--- config.mk ---
export PLATFORM = sky130hd
export DESIGN_NAME = blinky_flat
export DESIGN_NICKNAME = d
export VERILOG_FILES = /design/src/rtl/blinky_pkg.sv /design/src/rtl/blinky_if.sv /design/src/rtl/blinky_div.sv /design/src/rtl/blinky.sv /design/src/flat_wrapper.sv
export SDC_FILE = /design/constraint.sdc
export NUM_CORES = 1
export LEC_CHECK = 0
export CAP_MARGIN = 20
export CORE_MARGIN = 2
export CORE_UTILIZATION = 44
export DETAILED_ROUTE_END_ITERATION = 8
export PLACE_DENSITY = 0.58
export RECOVER_POWER = 50
export SKIP_LAST_GASP = 1
export SLEW_MARGIN = 15
export SYNTH_ARGS = -nofsm -noshare
export SYNTH_HDL_FRONTEND = slang
export SYNTH_SLANG_ARGS = --single-unit
--- constraint.sdc ---
create_clock -name sys_clk -period 4 [get_ports sys_clk]
set_input_delay 0.6 -clock sys_clk [delete_from_list [all_inputs] [get_ports sys_clk]]
set_output_delay 0.6 -clock sys_clk [all_outputs]
set_load 0.01 [all_outputs]
--- src/rtl/blinky_pkg.sv ---
// Shared constants and helpers for the blinky LED driver.
// Holds the divider counter-width function and the PWM counter width.
package blinky_pkg;

    // Width of the optional dimming PWM counter (256 steps).
    localparam int PWM_W = 8;

    // Counter width for a terminal count of n: max(1, clog2(n)).
    function automatic int cnt_width(input int n);
        int w;
        w = $clog2(n);
        return (w < 1) ? 1 : w;
    endfunction

endpackage

--- src/rtl/blinky_if.sv ---
// LED drive bundle between the blinky core and the pad / observer.
// Ports: led (master drives, slave observes).
interface blinky_if;
    logic led;

    modport master (output led);
    modport slave  (input  led);
endinterface

--- src/rtl/blinky_div.sv ---
// Terminal-count clock divider: cnt runs 0..DIV-1 and wraps.
// Ports: clk, rst (sync, active-high), tick (high while cnt == DIV-1).
module blinky_div
    import blinky_pkg::*;
#(
    parameter int DIV = 13_500_000
) (
    input  logic clk,
    input  logic rst,
    output logic tick
);

    localparam int           W    = cnt_width(DIV);
    localparam logic [W-1:0] LAST = W'(DIV - 1);

    // Power-up value matches reset so the block runs with rst tied low.
    logic [W-1:0] cnt = '0;

    // Wrap on equality only, so cnt never exceeds LAST.
    always_ff @(posedge clk) begin
        if (rst) begin
            cnt <= '0;
        end else if (cnt == LAST) begin
            cnt <= '0;
        end else begin
            cnt <= cnt + W'(1);
        end
    end

    // tick comes straight off the register; the edge that wraps
    // cnt is the same edge on which the consumer acts on tick.
    assign tick = (cnt == LAST);

endmodule

--- src/rtl/blinky.sv ---
// LED blinker: toggles a blink state every DIV clocks and drives a
// registered LED with selectable polarity.
// Ports: sys_clk, sys_rst (sync, active-high), io.led (registered).
// Optional BLINKY_DIM_EN adds an 8-bit PWM that dims the on-phase
// to DIM_DUTY/256; without it the PWM logic is absent.
module blinky
    import blinky_pkg::*;
#(
    parameter int DIV        = 13_500_000,
    parameter bit ACTIVE_LOW = 1'b0,
    parameter int DIM_DUTY   = 64
) (
    input  logic     sys_clk,
    input  logic     sys_rst,
    blinky_if.master io
);

    if (DIV < 1) begin : g_div_chk
        $error("blinky: DIV must be >= 1");
    end

    if (DIM_DUTY < 0 || DIM_DUTY > 255) begin : g_duty_chk
        $error("blinky: DIM_DUTY must be in 0..255");
    end

    logic tick;
    logic blink_d;
    logic on_d;

    // Power-up values equal reset values (LED off).
    logic blink = 1'b0;
    logic led_q = ACTIVE_LOW;

    blinky_div #(
        .DIV (DIV)
    ) u_div (
        .clk  (sys_clk),
        .rst  (sys_rst),
        .tick (tick)
    );

    assign blink_d = blink ^ tick;

`ifdef BLINKY_DIM_EN
    localparam logic [PWM_W:0] DUTY = (PWM_W + 1)'(DIM_DUTY);

    logic [PWM_W-1:0] pwm_cnt = '0;
    logic [PWM_W-1:0] pwm_d;

    assign pwm_d = pwm_cnt + PWM_W'(1);

    always_ff @(posedge sys_clk) begin
        if (sys_rst) begin
            pwm_cnt <= '0;
        end else begin
            pwm_cnt <= pwm_d;
        end
    end

    // Gate with the next PWM value so led_q and pwm_cnt stay aligned.
    assign on_d = blink_d && ({1'b0, pwm_d} < DUTY);
`else
    assign on_d = blink_d;
`endif

    // led_q is updated from next-state values so the LED changes on
    // the same edge as the blink state, with no extra latency.
    always_ff @(posedge sys_clk) begin
        if (sys_rst) begin
            blink <= 1'b0;
            led_q <= ACTIVE_LOW;
        end else begin
            blink <= blink_d;
            led_q <= on_d ^ ACTIVE_LOW;
        end
    end

    assign io.led = led_q;

endmodule

--- src/flat_wrapper.sv ---
// flat-port wrapper written by rule: the top's interface ports become plain ports
module blinky_flat import blinky_pkg::*;
#(
    parameter int DIV        = 13_500_000,
    parameter bit ACTIVE_LOW = 1'b0,
    parameter int DIM_DUTY   = 64
)
  (sys_clk, sys_rst, io_led);
  blinky_if io_i ();
  input  logic sys_clk;
  input  logic sys_rst;
  output wire logic [$bits(io_i.led)-1:0] io_led;
  assign io_led = io_i.led;
  blinky #(.DIV(DIV), .ACTIVE_LOW(ACTIVE_LOW), .DIM_DUTY(DIM_DUTY)) u_core (.sys_clk(sys_clk), .sys_rst(sys_rst), .io(io_i));
endmodule
; ---- After elaboration in Yosys (flattened, before gate mapping)
; Index checks and enable logic that the tools add are counted.
; W data, S select, Z words.
[word_totals]
out_inout_bits = 1
rom_bits = 0
input_bits = 2
ram_bits = 0
mem_count = 0
wordCells = 6
latchBits = 0
reg_bits = 25
[op_classes]
n_mux = 0
add_sub_neg = 1
n_lt_le_gt_ge = 0
n_bitwise = 1
reduce_logical = 1
div_mod_pow = 0
n_shift = 0
n_eq_ne = 1
mul = 0
[ops]
columns = op, n
row1 = $add A24 B1 Y24 const B, 1
row2 = $eq A24 B24 Y1 const B, 1
row3 = $reduce_or A2 Y1, 1
row4 = $xor A1 B1 Y1, 1

; ---- Logic depth before layout (Yosys ltp)
[logic_depth]
depth_word = 2
depth_mapped = 6
ltp_nobuf = 5

; ---- By module
; From an unflattened synthesis, not the netlist that was laid out.
[unflattened]
cells_unflattened = 133
area_unflattened_um2 = 1168.6
[by_module_without_submodules]
columns = module, instances, cells_per_inst, seq_area_each_um2, area_per_inst_um2
row1 = blinky_div, 1, 130, 480.5, 1136.1
row2 = blinky, 1, 3, 20.0, 32.5

; ---- Worst setup path after synthesis
; No wires, ideal clock.
[synth_path]
kind = register -> register
from = register u_core.u_div.cnt[0]
to = register u_core.u_div.cnt[22]
setup_ps = 71
n_path_buf = 1
required_ps = 3929
slack_ps = 2073
arrival_ps = 1857
synth_period_minus_slack_ps = 1927
stages_incl_launch_ff = 7
cell_sequence = dfxtp_1 ha_1 nand4_1 or3_1 clkbuf_1 or4_1 a21oi_1
[synth_between]
elab_chain_len = 2
elab_cells_between_ends = 3
classes_between = add/sub: 1 / eq/ne: 1 / reduce/logical: 1
[synth_lines]
columns = item, line
row1 = "start, declared", blinky_div.sv:17  ; logic [W-1:0] cnt = '0;
row2 = "start signal, assigned", blinky_div.sv:26  ; cnt <= cnt + W'(1);
row3 = branches (longest 2 deep; another with $add A24 B1 Y24), --
; Several ways; the timed one is not identified.
; A chain may end at the register's enable or synchronous reset.

; ---- Worst setup path after layout
[layout_path]
from = register u_core.u_div.cnt[0]
to = register u_core.u_div.cnt[3]
; The elaborated chain is that of the path after synthesis.

==> results_dict.tcl <==
set metrics [dict create \
    syn_avg_cell_area_um2 8.78 \
    worst_path_largest_cell_delay_ns 0.82 \
    crit_chain "ha_1 > and4_1 > nand4_1 > o21bai_1 > clkbuf_1 > nor2_1" \
    count_of_buffering_cells_on_the_critical_path_with_inverters_included 1 \
    cpMaxStageDelayCell "sky130_fd_sc_hd__clkbuf_1" \
    fin_cells 162 \
    grt_setup_unrepaired "false" \
    synth-async-reset-ratio_pct 0 \
    cts_buffers 3 \
    floorplan.core_area_um2 2480 \
    synth_area_leaders "sky130_fd_sc_hd__dfxtp_1 44%, sky130_fd_sc_hd__xnor2_1 5.4%, sky130_fd_sc_hd__nor2_1 4.9%" \
    synth-main-ff-cell "sky130_fd_sc_hd__dfxtp_1" \
    number_of_enable_flip_flop_cells_after_synthesis 0 \
    cts_max_path_buffers 2 \
    final_layout_size_suffix_gt1_share_pct 5.30 \
    setup_viol_count_final 0 \
    die_height_um 54.9 \
    global_route.overflow_total 0 \
    area_growth_pct 5.37 \
    dpl.cell_count 158 \
    power-per-cell-area_nw_per_um2 316 \
    postCtsSetupRepairBufs 0 \
    synth_cells 130 \
    worst_ep_required_time_ns 4.18 \
    netlist.area_leader.share_pct 43.9 \
    ys_types 25 \
    h-tree-depth 1 \
    outcome "finished, final reports clean" \
    antennaDiodeCount 0 \
    cts_tree "yes" \
    clock-sinks 25 \
    detail_route.wl_per_cell_um 13.4 \
    syn_nets 133 \
    setup.worst_path.start_class "flop" \
    timing_worst_setup_path_type "reg -> reg" \
    p_leak_uw 0.000337 \
    clkTransAtPathRegs_ns 0.14 \
    starting_density_pct 46.1 \
    routed_via_count_divided_by_cell_count 5.90 \
    layout_setup_ws_ns 1.71 \
    finalWirelength_um 2180 \
    worstSkewPairLatency_ns 0.32 \
    synth.largest_area_cell "sky130_fd_sc_hd__dfxtp_1" \
    timing.max_slew.rel_slack_pct 28.1 \
    fin_util_pct 48.5 \
    hold_path_class "reg -> reg" \
    max_clock_freq_mhz 436 \
    drtAntennaViolNets 0 \
    maximum_number_of_pins_on_one_net_before_global_route_repair 25 \
    setup-tns-final_ns 0 \
    cts-hold-fix-buffers 0 \
    peakVddDrop_uv 250 \
    grt_pass1_vias 833 \
    maxCapViolCount 0 \
    hold_slack_ns 0.481 \
    ys_top_cells_by_count "25 x sky130_fd_sc_hd__dfxtp_1, 15 x sky130_fd_sc_hd__nor2_1, 11 x sky130_fd_sc_hd__a21oi_1" \
    routabilityCongestion 0.764 \
    port_buffers 2 \
    dp_worst_setup_slack_ns 1.98 \
    synth-seq-cells 25 \
    grt_first_pass_wirelength_um 3600 \
    antenna_violations_before_repair 0 \
    design.die.area_um2 3020 \
    crit_arrival_ns 2.48 \
    cts_resized 0 \
    post_synth_instance_area_um2 1140 \
    detail_route.first_pass.iterations 4 \
    boundaryPins 3 \
    finalMaxSlewViolations 0 \
    ys_seq_area_share_pct 43.9 \
    critPathTopFamily "buffers and inverters" \
    clock-root-buffer "sky130_fd_sc_hd__clkbuf_4" \
    layout_min_cycle_time_ns 2.29 \
    layout_worst_path_cycle_share_pct 57.3 \
    fin_nets 136 \
    layout.filler_cells 253 \
    vias 956 \
    timing.critical_path.to_type "flop" \
    grtUsageTotal_pct 16.8 \
    clock-skew-final_ns 0.00200 \
    worstMarginPinSlew_ns 1.08 \
    post-synth-top-count-cell "sky130_fd_sc_hd__dfxtp_1" \
    synthesis.yosys.warnings 0 \
    place.detailed.hpwl_um 1490 \
    worstPathMaxFanout 24 \
    first_iter_violations 26 \
    die_w_um 54.9 \
    row_count 18 \
    drcViolationCount 0 \
    hold_violations 0 \
]
## cells in the final DEF (no fill, tap or decap), types with 2 or more instances in the layout
cell	instances
sky130_fd_sc_hd__clkdlybuf4s50_1	2
sky130_fd_sc_hd__or4_1	7
sky130_fd_sc_hd__dfxtp_1	25
sky130_fd_sc_hd__nand2_1	8
sky130_fd_sc_hd__nand3_1	8
sky130_fd_sc_hd__nor4b_1	2
sky130_fd_sc_hd__xnor2_1	7
sky130_fd_sc_hd__nor2_1	15
sky130_fd_sc_hd__o21ai_0	4
sky130_fd_sc_hd__o31ai_1	7
sky130_fd_sc_hd__and4_1	3
sky130_fd_sc_hd__nand4_1	8
sky130_fd_sc_hd__clkbuf_4	3
sky130_fd_sc_hd__a21oi_1	11
sky130_fd_sc_hd__nor4_1	4
sky130_fd_sc_hd__xor2_1	5
sky130_fd_sc_hd__or3_1	4
## worst register-to-register path: cells and delay by family (launching register included)
kind	cells	cell delay, ns
buffers and inverters	1	0.82
DFF	1	0.39
adders and majority gates	1	0.24
AOI/OAI and AO/OA	1	0.15
and+or+nand+nor	3	0.56
## where the power goes
group	switching (uW)	leakage, uW	internal, uW
Sequential	2.62	0.000202	252
Clock	77.6	0.0000177	37.5
Combinational	7.12	0.000117	3.87
## kinds of logic after synthesis
group / Yosys count / synth area share, %
and+or+nand+nor: 63 / 31.4
DFF: 25 / 43.9
AOI/OAI and AO/OA: 23 / 11.8
xor gates and xnor gates: 12 / 9.21
buffers and inverters: 6 / 2.63
adders and majority gates: 1 / 1.10
## worst paths after layout
| path | startpoint | to | slack, ns | depth (start not counted) |
|---|---|---|---|---|
| setup reg to reg | u_core.u_div.cnt[0]$_SDFF_PP0_ | u_core.u_div.cnt[3]$_SDFF_PP0_ | 1.71 | 6 |
| hold / removal | u_core.u_div.cnt[0]$_SDFF_PP0_ | u_core.u_div.cnt[0]$_SDFF_PP0_ | 0.48 | 1 |
| setup / recovery | u_core.u_div.cnt[0]$_SDFF_PP0_ | u_core.u_div.cnt[3]$_SDFF_PP0_ | 1.71 | 6 |
| hold reg to reg | u_core.u_div.cnt[0]$_SDFF_PP0_ | u_core.u_div.cnt[0]$_SDFF_PP0_ | 0.48 | 1 |
## layer usage
metal / wire length [um] / track usage [%] / up-vias
met3: 64 / 5.65 / 2
met5: 0 / 0 / -
met1: 1050 / 20.6 / 452
met4: 11 / 3.66 / 0
li1: - / - / 491
met2: 1050 / 28.6 / 11
## registers in the layout, summed over array words and instances, names as in the netlist
| name | count |
|---|---|
| u_core.u_div.cnt | 24 |
| u_core.blink | 1 |
## final cells by class
type,instances,area (um2),area share (%)
inverter,1,3.75,0.312
clock inverter,1,5.00,0.416
multi-input combinational,99,609,50.7
tap,30,37.5,3.12
sequential,25,500,41.6
timing repair buffer,3,23.8,1.98
clock buffer,3,22.5,1.87
## through the flow
| step | area, um2 | total power, uW |
|---|---|---|
| final | 1200 | 380 |
| after global routing | 1200 | 398 |
| after CTS | 1210 | 388 |
| after detailed placement | 1180 | 271 |
| after global placement | 1180 | 271 |
| after floorplan | 1140 | 267 |
Note: power is estimated with default switching activity, not from simulation.
